$ cat config.mk
export PLATFORM = sky130hd
export DESIGN_NAME = mac_sequencer
export DESIGN_NICKNAME = d
export VERILOG_FILES = /design/src/rtl/mac_sequencer.sv
export SDC_FILE = /design/constraint.sdc
export NUM_CORES = 1
export LEC_CHECK = 0
export BUFFER_PORTS_ARGS = -buffer_cell sky130_fd_sc_hd__buf_4
export CORE_ASPECT_RATIO = 1.1
export CORE_MARGIN = 1
export CORE_UTILIZATION = 40
export DETAILED_ROUTE_END_ITERATION = 16
export MAX_ROUTING_LAYER = met4
export PLACE_DENSITY = 0.77
export SYNTH_ARGS = -nofsm -noshare
export SYNTH_HDL_FRONTEND = slang
export SYNTH_SLANG_ARGS = --single-unit
$ cat constraint.sdc
create_clock -name CLK -period 1.5 [get_ports CLK]
set_input_delay 0.075 -clock CLK [delete_from_list [all_inputs] [get_ports CLK]]
set_output_delay 0.075 -clock CLK [all_outputs]
set_load 0.02 [all_outputs]
$ cat src/rtl/mac_sequencer.sv
// rtl/mac_sequencer.sv - burst multiply-accumulate sequencer driving an external DSP slice
module mac_sequencer #(
    parameter int WIDTH_2 = 18,
    parameter int WIDTH_4 = 48,
    parameter int LEN_W   = 8,
    parameter int LAT     = 3
) (
    input  logic               CLK,
    input  logic               RST,
    input  logic               start,
    input  logic [LEN_W-1:0]   len,
    input  logic               in_valid,
    input  logic [WIDTH_2-1:0] in_a,
    input  logic [WIDTH_2-1:0] in_b,
    output logic               in_ready,
    output logic [WIDTH_2-1:0] DSP_A,
    output logic [WIDTH_2-1:0] DSP_B,
    output logic [7:0]         DSP_OPMODE,
    input  logic [WIDTH_4-1:0] DSP_P,
    output logic [WIDTH_4-1:0] result,
    output logic               result_valid,
    input  logic               result_ready,
    output logic               busy
);

    localparam int CNT_W = $clog2(LAT + 1);

    typedef enum logic [1:0] {
        IDLE  = 2'd0,
        ACCUM = 2'd1,
        DRAIN = 2'd2,
        OUT   = 2'd3
    } state_t;

    state_t             state;
    logic [LEN_W-1:0]   remaining;
    logic [CNT_W-1:0]   drain_cnt;
    logic               first;
    logic               accept;

    // Operands feed the slice's own A1/B1 input registers directly.
    assign DSP_A        = in_a;
    assign DSP_B        = in_b;
    assign in_ready     = (state == ACCUM);
    assign result_valid = (state == OUT);
    assign busy         = (state != IDLE);
    assign accept       = in_valid && (state == ACCUM);

    always_ff @(posedge CLK) begin
        if (RST) begin
            state      <= IDLE;
            remaining  <= '0;
            drain_cnt  <= '0;
            first      <= 1'b0;
            result     <= '0;
            DSP_OPMODE <= 8'h00;
        end else begin
            // One cycle of delay here lines OPMODE up with the product leaving MREG.
            if (accept) begin
                DSP_OPMODE <= first ? 8'h01 : 8'h09;
            end else begin
                DSP_OPMODE <= 8'h08;
            end

            case (state)
                IDLE: begin
                    if (start) begin
                        if (len != '0) begin
                            state     <= ACCUM;
                            remaining <= len;
                            first     <= 1'b1;
                        end else begin
                            state  <= OUT;
                            result <= '0;
                        end
                    end
                end
                ACCUM: begin
                    if (accept) begin
                        first     <= 1'b0;
                        remaining <= remaining - LEN_W'(1);
                        if (remaining == LEN_W'(1)) begin
                            state     <= DRAIN;
                            drain_cnt <= CNT_W'(LAT);
                        end
                    end
                end
                DRAIN: begin
                    drain_cnt <= drain_cnt - CNT_W'(1);
                    if (drain_cnt == CNT_W'(1)) begin
                        result <= DSP_P;
                        state  <= OUT;
                    end
                end
                OUT: begin
                    if (result_ready) begin
                        state <= IDLE;
                    end
                end
                default: state <= IDLE;
            endcase
        end
    end

endmodule

* Word level (Yosys, flattened, before mapping) *
Index checks and enable logic that the tools add are counted.

word-level totals
  input bits = 97
  register bits after elaboration = 69
  output and inout port bits = 95

operators by class
  bitwise operators = 1
  multiplexer cells = 24
  add/subtract/negate cells = 2
  equality and inequality tests = 12
  reduce and logical (&&, ||, !) cells = 12

operators with widths
  kind                                                                      count
  48-bit two-way mux                                                        3
  48-bit one-hot mux with 2 select lines                                    1
  8-bit two-way mux                                                         3
  2-bit two-way mux                                                         8
  8-bit one-hot mux with 2 select lines                                     1
  8-bit by 1-bit == test with 1-bit output (second input constant)          1
  4-bit two-way mux                                                         2
  2-bit inequality test (second input constant)                             4
  2-bit one-hot mux with 4 select lines                                     1
  4-bit AND reduction                                                       2
  2-bit nonzero test                                                        4
  8-bit nonzero test                                                        1
  8-bit by 1-bit subtractor with 8-bit output (second input constant)       1
  2-bit by 1-bit inequality test with 1-bit output (second input constant)  3
  5-bit AND reduction                                                       1
  2-bit by 1-bit == test with 1-bit output (second input constant)          2
  2-bit == test (second input constant)                                     2
  2-bit one-hot mux with 2 select lines                                     1
  1-bit two-way mux                                                         3
  3-bit AND reduction                                                       1
  2-bit zero test                                                           1
  1-bit one-hot mux with 2 select lines                                     1
  2-bit OR reduction                                                        1
  2-bit by 1-bit subtractor with 2-bit output (second input constant)       1
  2 further kinds                                                           2

* Logic depth before layout (Yosys ltp) *
Gate-level depths: netlist of the first run.

  word-level depth = 4
  mapped depth = 9

* Least setup slack after synthesis of the first run *
OpenSTA, ideal clock, no wires.

  kind = register to register
  start = register state[1]
  end = register remaining[2]
  clock period less this slack = 1.790 ns
  arrival = 1.673 ns
  setup time = 0.117 ns
  setup slack = -0.290 ns
  stages on the path, launching flop included = 9
  data required time = 1.383 ns
  cells stage by stage = dfxtp_1 inv_1 ha_1 clkbuf_2 nand2b_1 o211a_2 and2_1 buf_2 a32o_1

on the way
  word-level cells in the longest chain between the ends = 4
  elaborated cells between the ends (all ways) = 9
  classes of those cells = eq/ne (4); mux (1); reduce/logical (4)

ends and longest elaborated chain
  what                                                               RTL line  text
  start: declaration                                                 35        state_t state;
  start signal: assignment                                           51        state <= IDLE;
  start signal: assignment                                           69        state <= ACCUM;
  start signal: assignment                                           73        state <= OUT;
  2-bit by 1-bit == test with 1-bit output *                         -
  named net in_ready                                                 15        output logic in_ready,
  1-bit logical AND                                                  47        assign accept = in_valid && (state == ACCUM);
  2-bit by 1-bit inequality test with 1-bit output (no source line)  -
  4-bit AND reduction (no source line)                               -
  end signal: assignment                                             70        remaining <= len;
  end signal: assignment                                             81        remaining <= remaining - LEN_W'(1);
  end: declaration                                                   36        logic [LEN_W-1:0] remaining;

Mark *: on every way through the listed nets, which the timed path passes. The rest lies on a longest branch.
A chain may end at the register's enable or synchronous reset.

* Worst setup path after layout of the first run *
  start = register state[1]
  end = register remaining[2]

on the way
  word-level cells in the longest chain between the ends = 4
  elaborated cells between the ends (all ways) = 9
  classes of those cells = eq/ne (4); mux (1); reduce/logical (4)

ends and longest elaborated chain
  what                                                               RTL line
  2-bit by 1-bit == test with 1-bit output                           47, 65
  1-bit logical AND                                                  47
  2-bit by 1-bit inequality test with 1-bit output (no source line)  -
  4-bit AND reduction (no source line)                               -

Parallel ways exist; a longest one is shown, timed or not.

==> key figures, run 1 <==
Timing
  – Number of endpoints with negative hold slack in the final report: 0
  – Setup repair after global routing missed its margin: yes
  – Final critical-path share of the clock period: 104%
  – Worst Hold Margin: between 9 and 10 ps
  – Final max-slew violation count: 0
  – Worst Setup Slack, final: -65.5 ps
  – Final setup violation count: 29
  – Max Clock Skew: roughly 14 ps
  – Headroom to the max-slew limit: between 60% and 70%
  – Clock period minus worst slack: between 1500 and 2000 ps
  – Tightest Pin Transition: around 500 ps
  – Max Clock Freq: between 0.6 and 0.7 GHz
  – Sum of negative setup slack: -561 ps

Layout
  – Number of nets at the end of the flow: approximately 630
  – Share of the core filled with cells in the final layout: about two thirds
  – Layout filler cell count: approximately 610
  – Post-layout instance count excluding filler cells: around 630
  – Share of final-layout standard cells stronger than drive strength 1: around half
  – P&R area growth vs syn: 64.0%
  – Commonest cells after routing, fill and taps aside: sky130_fd_sc_hd__buf_4, sky130_fd_sc_hd__dfxtp_1, sky130_fd_sc_hd__nand4_1, sky130_fd_sc_hd__a21oi_1
  – N_diodes: 0
  – Most common cell after layout, fill and taps aside: sky130_fd_sc_hd__buf_4

Pwr
  – Power density of the placed cells: ~1600 mW/mm^2
  – Total design power: around 8.8 mW
  – Leakage Power: roughly 2.1 nW
  – Switching power: about 3.5 mW
  – Power share of the combinational group: between 50% and 60%
  – Worst ir drop on vdd: 998 uV
  – Switching part of the total power: approximately two fifths
  – Internal Pwr Total: roughly 5.3 mW
  – Register share of total power: a little under a quarter
  – Clock power frac: roughly a fifth

Placed design
  – Placer's final routability congestion estimate: between 0.9 and 1
  – Buffers added on ports: approximately 110
  – Placed wire-length estimate: ~6600 um
  – Placed insts: 569

Detailed routing
  – Met2 routed wirelength: 6270 um
  – Total wire length after detailed routing: about 12000 um
  – Routed vias: roughly 3700
  – WL met3: 796 um
  – Number of routed nets with antenna violations: 0
  – Count of unresolved DRC violations after routing: 0
  – Number of DRC violations after detailed-routing iteration 0: about 220
  – Initial DRT Pass Iterations: 4
  – Routed via count divided by cell count: 5.80
  – Met1 Routed Length: between 4000 and 5000 um
  – Uppermost routed layer: met4
  – Average wire length per cell after detail routing: roughly 19 um

Floorplan
  – Core Region: between 0.007 and 0.008 mm^2
  – Die span in y: ~97 um
  – Boundary pin count: ~190
  – Number of rows in the core area: 34
  – Die Wd: approximately 88 um
  – Starting density of the core: approximately 41%
  – Die Footprint: around 0.0086 mm^2

Synthesis
  – Register bit total from synthesis: between 60 and 70
  – Primary FF master, synth: sky130_fd_sc_hd__dfxtp_1
  – Count of distinct cell types in the synthesized netlist: 53
  – Total of warnings raised by yosys: 0
  – Syn Area/Cell: between 8 and 9 um^2
  – Synth Area in Adders: 2.67%
  – Number of enable-type register cells in the synthesized netlist: 0
  – Synthesized cell area: between 0.003 and 0.004 mm^2
  – Compound-gate portion of the synthesized area: 24.2%
  – Post-synth ARST share: 0%
  – Multiplexer share of the synthesized area: 0.306%
  – Xor and xnor fraction of the mapped netlist area: 0%
  – Combinational family with the most area after synthesis: compound AO/OA/AOI/OAI gates
  – Cells after synthesis: ~400
  – Post-synthesis share of cell area spent on and, or, nand and nor gates: between 10% and 20%
  – Proportion of synthesized chip area in sequential cells: 38.5%

Setup path
  – Critical path buffer and inverter count: 2
  – Type of destination of the critical path: flip-flop
  – CP delay by family, top: compound AO/OA/AOI/OAI gates
  – Signal arrival time at the worst endpoint: approximately 1800 ps
  – Launching element type of the critical path: flip-flop
  – Ordered list of cells on the worst path: inv_4, ha_4, buf_4, o211a_4, and2_4, a32o_1
  – Critical Path Max Stage Delay: between 300 and 400 ps
  – Critical Path Slowest Stage Cell: sky130_fd_sc_hd__dfxtp_4
  – Required time at the endpoint of the critical path: 1730 ps
  – Crit-path max FO: 9
  – Kind of critical path: flip-flop to flip-flop

Global routing
  – Global-route congestion overflow total: 0
  – Total global-route track usage: 24.7%
  – Global-route wire length before repair: ~16000 um
  – Vias in the first global route: ~3200
  – Maximum number of pins on one net before global-route repair: 36
  – Number of antenna violations at the first check in global routing: 0

Clocking
  – Worst-skew pair later-pin latency: 340 ps
  – Maximum clock path buffer count: 2
  – Clock sink count: 63
  – Number of buffers created by CTS: 9
  – TritonCTS clock tree: yes
  – Number of H-tree branching levels: 3
  – Clock transition at path regs: about 80 ps
  – Clock Root Buffer: sky130_fd_sc_hd__clkbuf_8

Outcome
  – Failing checks: negative setup slack
  – Status: finished, violations left

Hold path
  – Min-Delay Path Class: primary input to flip-flop

Flow run
  – Reported max-cap violation count: 0
[what timing repair did]
action	CTS	global route
pin swaps	1	82
endpoints found under the setup margin	38	60
endpoints found under the hold margin	26	0
hold buffers	26	0
buffers inserted	1	9
resized for setup	6	104
cloned	1	12
[stage by stage]
step           instance area (um^2)  worst slack (ps)
2_1_floorplan                  3390             -57.8
3_3_place_gp                   4160             -45.4
3_5_place_dp                   4160             -59.7
4_1_cts                        4690             -47.4
5_1_grt                        5370              -116
6_report                       5370             -65.5
[layer usage]
layer | vias up | global-route usage (%)
met4 | 0 | 15.4
met3 | 44 | 3.75
met2 | 198 | 40.0
met5 | - | -
met1 | 1761 | 28.1
li1 | 1670 | -
[layout make-up]
type                            instances  area, um^2  share of cell area (%)
Clock buffer                           12         145                    2.70
Clock inverter                          3        67.6                    1.26
Inverter                               12        61.3                    1.14
Multi-Input combinational cell        239        1860                    34.7
Sequential cell                        63        1280                    23.8
Tap cell                              108         135                    2.52
Timing Repair Buffer                  196        1820                    33.9
[cell usage after synthesis (all sizes together), types with 3 or more instances]
cell type / n / share of area [%]
dfxtp: 63 / 39
buf: 60 / 13
a21oi: 53 / 8.1
o21ai: 51 / 7.8
nand4: 49 / 9.4
clkbuf: 20 / 2.4
inv: 12 / 1.4
nand2: 9 / 1.0
nor2: 8 / 0.92
ha: 7 / 2.7
a32o: 4 / 1.2
nand3: 4 / 0.61
nor4: 4 / 1.9
a31oi: 3 / 0.57
nand2b: 3 / 0.57
nor2b: 3 / 0.57
nor3: 3 / 0.46
o32ai: 3 / 0.80
[flip-flops by register name, summed over array words and instances (netlist names)]
register / count
first: 1
drain_cnt: 2
result: 48
remaining: 8
state: 2
DSP_OPMODE: 2
[worst paths after layout]
check / from / end / slack (ps) / depth (start not counted)
worst min register to register: result[11]$_SDFFE_PP0P_ / result[11]$_SDFFE_PP0P_ / 460 / 2
worst max register to register: state[1]$_SDFFE_PP0P_ / remaining[2]$_SDFFE_PP0P_ / -70 / 6
worst max-delay path: state[1]$_SDFFE_PP0P_ / remaining[2]$_SDFFE_PP0P_ / -70 / 6
worst min-delay path: DSP_P[44] / result[44]$_SDFFE_PP0P_ / 10 / 3
[worst min-delay path, delay by kind of cell]
| family | cells | cell delay, ps |
|---|---|---|
| AOI/OAI and AO/OA | 1 | 60 |
| and+or+nand+nor | 1 | 60 |
| buffers and inverters | 1 | 110 |
[power groups by stage]
stage | registers (mW) | logic [mW] | clock network [mW]
floorplan | 2.00 | 2.14 | 0
global placement | 2.01 | 3.00 | 0
detailed placement | 2.01 | 3.05 | 0
CTS | 1.98 | 3.31 | 1.67
global route | 2.07 | 5.37 | 1.76
finish | 2.06 | 5.10 | 1.66
[cell families (layout without fill, tap and decap cells)]
group	Yosys count	count (layout)
adder cells (fa/ha/maj)	7	7
AND/OR/NAND/NOR	91	91
other	1	6
flip-flops	63	63
buffers and inverters	92	223
AO/OA/AOI/OAI	134	134
multiplexers	1	1
Power figures use the tool's default switching activity.
==> run 2, diff against run 1 <==
CORE_ASPECT_RATIO = unset   (was 1.1)
==> key figures, run 2 (same netlist as run 1, synthesis figures left out) <==
Floorplan
  – Die Wd: 92.5 um (was 88.3 um)
  – Boundary pin count: 192 (unchanged)
  – Starting density of the core: 41.9% (was 41.4%)
  – Number of rows in the core area: 32 (was 34)
  – Die Footprint: 0.00855 mm^2 (about the same)
  – Die span in y: 92.5 um (was 96.9 um)
  – Core Region: 0.00781 mm^2 (was 0.00791 mm^2)

Clocking
  – Clock Root Buffer: sky130_fd_sc_hd__clkbuf_8 (unchanged)
  – Number of H-tree branching levels: 3 (unchanged)
  – Clock sink count: 63 (unchanged)
  – Clock transition at path regs: 70 ps (was 80 ps)
  – Number of buffers created by CTS: 9 (unchanged)
  – TritonCTS clock tree: yes (unchanged)
  – Worst-skew pair later-pin latency: 330 ps (was 340 ps)
  – Maximum clock path buffer count: 2 (unchanged)

Setup path
  – Required time at the endpoint of the critical path: 1730 ps (about the same)
  – Critical path origin: state[1]$_SDFFE_PP0P_ (unchanged)
  – Crit-path max FO: 8 (was 9)
  – Number of cell instances on the worst register-to-register path: 7 (was 6)
  – Type of destination of the critical path: flip-flop (unchanged)
  – Reg-to-Reg Start: state[1]$_SDFFE_PP0P_ (unchanged)
  – Kind of critical path: flip-flop to flip-flop (unchanged)
  – Signal arrival time at the worst endpoint: 1780 ps (was 1800 ps)
  – Launching element type of the critical path: flip-flop (unchanged)

Pwr
  – Internal Pwr Total: 4.88 mW (was 5.29 mW)
  – Power density of the placed cells: 1630 mW/mm^2 (was 1640 mW/mm^2)
  – Worst ir drop on vdd: 848 uV (was 998 uV)
  – Power share of the combinational group: 54.6% (was 57.8%)
  – Register share of total power: 25.1% (was 23.4%)
  – Switching part of the total power: 38.6% (was 40.0%)
  – Leakage Power: 1.95 nW (was 2.10 nW)
  – Total design power: 7.95 mW (was 8.82 mW)
  – Clock power frac: 20.3% (was 18.8%)
  – Switching power: 3.07 mW (was 3.53 mW)

Detailed routing
  – Count of unresolved DRC violations after routing: 0 (unchanged)
  – Average wire length per cell after detail routing: 18.0 um (was 19.4 um)
  – Routed vias: 3462 (was 3673)
  – Total wire length after detailed routing: 10900 um (was 12300 um)
  – Number of routed nets with antenna violations: 0 (unchanged)
  – Number of DRC violations after detailed-routing iteration 0: 189 (was 224)
  – Initial DRT Pass Iterations: 4 (unchanged)
  – Routed via count divided by cell count: 5.74 (was 5.80)

Timing
  – Clock period minus worst slack: 1550 ps (was 1570 ps)
  – Setup repair after global routing missed its margin: yes (unchanged)
  – Final critical-path share of the clock period: 103% (was 104%)
  – Max Clock Skew: 6.71 ps (was 14.0 ps)
  – Sum of negative setup slack: -95.8 ps (was -561 ps)
  – Max Clock Freq: 0.646 GHz (was 0.639 GHz)
  – Final max-slew violation count: 0 (unchanged)
  – Number of endpoints with negative hold slack in the final report: 0 (unchanged)
  – Worst Setup Slack, final: -48.2 ps (was -65.5 ps)
  – Final setup violation count: 5 (was 29)

Layout
  – Number of nets at the end of the flow: 601 (was 625)
  – Number of flip-flops in the largest register: 48 (unchanged)
  – Share of final-layout standard cells stronger than drive strength 1: 46.5% (was 50.1%)
  – P&R area growth vs syn: 48.7% (was 64.0%)
  – Commonest cells after routing, fill and taps aside: sky130_fd_sc_hd__buf_4, sky130_fd_sc_hd__dfxtp_1, sky130_fd_sc_hd__nand4_1, sky130_fd_sc_hd__a21oi_1, sky130_fd_sc_hd__o21ai_1 (was sky130_fd_sc_hd__buf_4, sky130_fd_sc_hd__dfxtp_1, sky130_fd_sc_hd__nand4_1, sky130_fd_sc_hd__a21oi_1)
  – Most common cell after layout, fill and taps aside: sky130_fd_sc_hd__buf_4 (unchanged)
  – Sequential cell area: 0.00127 mm^2 (was 0.00128 mm^2)
  – Biggest registers after layout: result (48), remaining (8) (unchanged)
  – Most flop-heavy register: result (unchanged)
  – Area of the multi-input gates: 0.00174 mm^2 (was 0.00186 mm^2)
  – N_diodes: 0 (unchanged)
  – Layout filler cell count: 657 (was 611)
  – Post-layout instance count excluding filler cells: 603 (was 633)
  – Share of the core filled with cells in the final layout: 62.4% (was 67.9%)

Global routing
  – Global-route congestion overflow total: 0 (unchanged)
  – Number of antenna violations at the first check in global routing: 0 (unchanged)
  – Total global-route track usage: 24.2% (was 24.7%)
  – Vias in the first global route: 3285 (was 3230)
  – Global-route wire length before repair: 16000 um (was 15900 um)
  – Maximum number of pins on one net before global-route repair: 38 (was 36)

Placed design
  – Placed wire-length estimate: 6990 um (was 6600 um)
  – Placed insts: 571 (was 569)
  – Placer's final routability congestion estimate: 0.926 (was 0.918)
  – Buffers added on ports: 113 (unchanged)

Outcome
  – Status: finished, violations left (unchanged)
  – Failing checks: negative setup slack (unchanged)

Hold path
  – Hold Path Stages: 3 (unchanged)
  – Origin of the worst min-delay path: DSP_P[19] (was DSP_P[44])
  – Min-Delay Path Class: primary input to flip-flop (unchanged)

Flow run
  – Reported max-cap violation count: 0 (unchanged)
-- run 2: final timing paths --
kind	to	slack [ps]
setup / recovery	remaining[2]$_SDFFE_PP0P_	-50
hold / removal	result[19]$_SDFFE_PP0P_	10
setup reg to reg	remaining[2]$_SDFFE_PP0P_	-50
hold reg to reg	result[17]$_SDFFE_PP0P_	460
-- run 2: final cells by class --
class | count | area share [%]
clock buffer | 11 | 2.90
sequential | 63 | 26.1
inverter | 12 | 1.08
clock inverter | 4 | 1.44
timing repair buffer | 171 | 30.1
multi-input combinational | 240 | 35.8
tap | 102 | 2.62
-- run 2: through the flow --
step	hold WS, ps	setup WS, ps	instance area (um^2)
finish	10.9	-48.2	4870
global route	2.06	-105	4870
CTS	0.735	-26.0	4590
detailed placement	150	-38.2	4200
global placement	150	-31.1	4200
floorplan	193	-57.8	3390
-- run 2: repair_timing --
item                       CTS  global route
gates cloned                 2             4
resized for setup           11            60
setup buffers                6             1
pin swaps                    5            15
hold endpoints to repair     4             2
setup endpoints to repair   33            56
hold buffers                 4             2
-- run 2: worst max-delay path: stages (launching register included) --
cell	delay [ps]
sky130_fd_sc_hd__dfxtp_4	370
sky130_fd_sc_hd__inv_4	80
sky130_fd_sc_hd__ha_4	200
sky130_fd_sc_hd__buf_12	120
sky130_fd_sc_hd__nand2b_4	70
sky130_fd_sc_hd__o211a_4	170
sky130_fd_sc_hd__and2_4	180
sky130_fd_sc_hd__a32o_1	250
-- run 2: metal layers --
metal	GRT usage, %	vias up	share of wire [%]
met1	28.6	1656	41
met5	-	-	0
met2	38.8	140	50
li1	-	1623	-
met4	14.1	0	3.4
met3	4.27	43	5.4
-- run 2: power groups by stage --
stage               Clock [mW]  Sequential, mW  Combinational [mW]
global route              1.72            2.01                4.61
floorplan                    0            2.00                2.14
global placement             0            2.00                3.17
detailed placement           0            2.00                3.18
CTS                       1.64            1.98                3.54
finish                    1.61            1.99                4.34
==> run 3, diff against run 2 <==
PLACE_DENSITY = unset   (was 0.77)
PLACE_DENSITY_LB_ADDON = 0.1   (was unset)
clock period = 1.4 ns   (was 1.5 ns; I/O delays follow)
==> key figures, run 3 (same netlist as run 1, synthesis figures left out) <==
Detailed routing
  – Initial DRT Pass Iterations: 4 (unchanged)
  – Number of routed nets with antenna violations: 0 (unchanged)
  – Average wire length per cell after detail routing: 16.8 um (was 18.0 um)
  – Count of unresolved DRC violations after routing: 0 (unchanged)
  – Routed via count divided by cell count: 5.39 (was 5.74)
  – Total wire length after detailed routing: 10800 um (was 10900 um)
  – Number of DRC violations after detailed-routing iteration 0: 165 (was 189)
  – Routed vias: 3468 (was 3462)

Pwr
  – Total design power: 8.39 mW (was 7.95 mW)
  – Worst ir drop on vdd: 1100 uV (was 848 uV)
  – Leakage Power: 2.11 nW (was 1.95 nW)
  – Power density of the placed cells: 1590 mW/mm^2 (was 1630 mW/mm^2)

Global routing
  – Vias in the first global route: 3145 (was 3285)
  – Maximum number of pins on one net before global-route repair: 38 (unchanged)
  – Global-route congestion overflow total: 0 (unchanged)
  – Global-route wire length before repair: 15200 um (was 16000 um)
  – Total global-route track usage: 22.9% (was 24.2%)
  – Number of antenna violations at the first check in global routing: 0 (unchanged)

Timing
  – Max Clock Freq: 0.643 GHz (was 0.646 GHz)
  – Worst Setup Slack, final: -154 ps (was -48.2 ps)
  – Final setup violation count: 62 (was 5)
  – Worst Hold Margin: 15.1 ps (was 10.9 ps)
  – Number of endpoints with negative hold slack in the final report: 0 (unchanged)
  – Final max-slew violation count: 0 (unchanged)
  – Clock period minus worst slack: 1550 ps (about the same)
  – Final critical-path share of the clock period: 111% (was 103%)
  – Setup repair after global routing missed its margin: yes (unchanged)
  – Max Clock Skew: 7.50 ps (was 6.71 ps)

Floorplan
  – Die span in y: 92.5 um (unchanged)
  – Number of rows in the core area: 32 (unchanged)
  – Starting density of the core: 41.9% (unchanged)
  – Die Footprint: 0.00855 mm^2 (unchanged)
  – Core Region: 0.00781 mm^2 (unchanged)
  – Boundary pin count: 192 (unchanged)
  – Die Wd: 92.5 um (unchanged)

Placed design
  – Placed insts: 575 (was 571)
  – Placed wire-length estimate: 6390 um (was 6990 um)
  – Placer's final routability congestion estimate: 0.867 (was 0.926)
  – Placed standard-cell area: 0.00424 mm^2 (was 0.00420 mm^2)
  – Minimum setup slack after placement: -130 ps (was -38.2 ps)
  – Buffers added on ports: 113 (unchanged)

Layout
  – N_diodes: 0 (unchanged)
  – Post-layout instance count excluding filler cells: 644 (was 603)
  – P&R area growth vs syn: 60.8% (was 48.7%)
  – Most common cell after layout, fill and taps aside: sky130_fd_sc_hd__buf_4 (unchanged)
  – Share of final-layout standard cells stronger than drive strength 1: 43.7% (was 46.5%)
  – Commonest cells after routing, fill and taps aside: sky130_fd_sc_hd__buf_4, sky130_fd_sc_hd__dfxtp_1, sky130_fd_sc_hd__a21oi_1, sky130_fd_sc_hd__nand4_1, sky130_fd_sc_hd__o21ai_1 (was sky130_fd_sc_hd__buf_4, sky130_fd_sc_hd__dfxtp_1, sky130_fd_sc_hd__nand4_1, sky130_fd_sc_hd__a21oi_1, sky130_fd_sc_hd__o21ai_1)
  – Final non-filler cell area: 0.00526 mm^2 (was 0.00487 mm^2)
  – Number of flip-flops in the largest register: 48 (unchanged)
  – Number of nets at the end of the flow: 642 (was 601)
  – Most flop-heavy register: result (unchanged)
  – Biggest registers after layout: result (48), remaining (8) (unchanged)

Flow run
  – Reported max-cap violation count: 0 (unchanged)

Clocking
  – Clock Root Buffer: sky130_fd_sc_hd__clkbuf_8 (unchanged)
  – TritonCTS clock tree: yes (unchanged)
  – Worst-skew pair later-pin latency: 340 ps (was 330 ps)
  – Number of H-tree branching levels: 3 (unchanged)
  – Clock transition at path regs: 70 ps (about the same)
  – Clock sink count: 63 (unchanged)
  – Maximum clock path buffer count: 2 (unchanged)
  – Number of buffers created by CTS: 9 (unchanged)

Setup path
  – Launching element type of the critical path: flip-flop (unchanged)
  – Required time at the endpoint of the critical path: 1620 ps (was 1730 ps)
  – Crit-path max FO: 6 (was 8)
  – Signal arrival time at the worst endpoint: 1780 ps (about the same)
  – Kind of critical path: flip-flop to flip-flop (unchanged)
  – Reg-to-Reg Start: state[1]$_SDFFE_PP0P_ (unchanged)
  – Type of destination of the critical path: flip-flop (unchanged)
  – Critical path origin: state[1]$_SDFFE_PP0P_ (unchanged)

Outcome
  – Status: finished, violations left (unchanged)
  – Failing checks: negative setup slack (unchanged)

Hold path
  – Min-Delay Path Class: primary input to flip-flop (unchanged)
  – Origin of the worst min-delay path: DSP_P[15] (was DSP_P[19])
==> run 3: changes by cell type in the layout (fill, tap and decap cells not counted), moves of 5 or more <==
cell / previous run / this run
sky130_fd_sc_hd__dlygate4sd3_1: 6 / 45
sky130_fd_sc_hd__o21ai_1: 34 / 48
sky130_fd_sc_hd__o21ai_2: 9 / 1
sky130_fd_sc_hd__o21ai_0: 7 / 2
==> run 3: path summary, 6_finish.rpt <==
path / end / slack, ps / cells past startpoint
worst max-delay path: state[0]$_SDFFE_PP0P_ / -150 / 6
worst min-delay path: result[15]$_SDFFE_PP0P_ / 20 / 3
worst max register to register: state[0]$_SDFFE_PP0P_ / -150 / 6
worst min register to register: result[22]$_SDFFE_PP0P_ / 480 / 2
==> run 3: final cells by class <==
cell class	count	area, um^2
Fill cell	643	2540
Timing Repair Buffer	213	1870
Multi-Input combinational cell	239	1770
Sequential cell	63	1280
Clock buffer	11	141
Tap cell	102	128
Inverter	12	53.8
Clock inverter	4	22.5
==> run 3: report_power, final <==
group	switching, mW	internal (mW)
sequential	0.193	1.97
clock	0.700	0.672
combinational	2.51	2.35
==> run 3: timing repair <==
action / in CTS / in global routing
setup buffers: 3 / 0
pin swaps: 8 / 11
endpoints found under the setup margin: 62 / 62
hold buffers: 45 / 0
resized for setup: 24 / 28
hold endpoints to repair: 45 / 0
gates cloned: 0 / 6
==> run 3: per-layer routing <==
| metal | part of all wire (%) | global-route usage, % | up-vias | wire (um) |
|---|---|---|---|---|
| li1 | - | - | 1696 | - |
| met1 | 45 | 29.9 | 1616 | 4910 |
| met2 | 47 | 34.3 | 126 | 5150 |
| met3 | 5.2 | 3.94 | 30 | 559 |
| met4 | 2.1 | 11.1 | 0 | 224 |
| met5 | 0 | - | - | 0 |
==> run 3: per-stage QoR <==
stage,TNS [ps],util (%)
2_1_floorplan,-5070,-
3_3_place_gp,-2030,54.3
3_5_place_dp,-3880,54.3
4_1_cts,-3360,63.8
5_1_grt,-7760,67.4
6_report,-2930,67.4
==> run 3: critical path, stage by stage (launching register included) <==
cell,delay (ps)
sky130_fd_sc_hd__dfxtp_4,370
sky130_fd_sc_hd__inv_4,80
sky130_fd_sc_hd__ha_4,200
sky130_fd_sc_hd__clkinvlp_4,190
sky130_fd_sc_hd__a31oi_2,310
sky130_fd_sc_hd__o21ai_0,160
sky130_fd_sc_hd__o311a_1,140
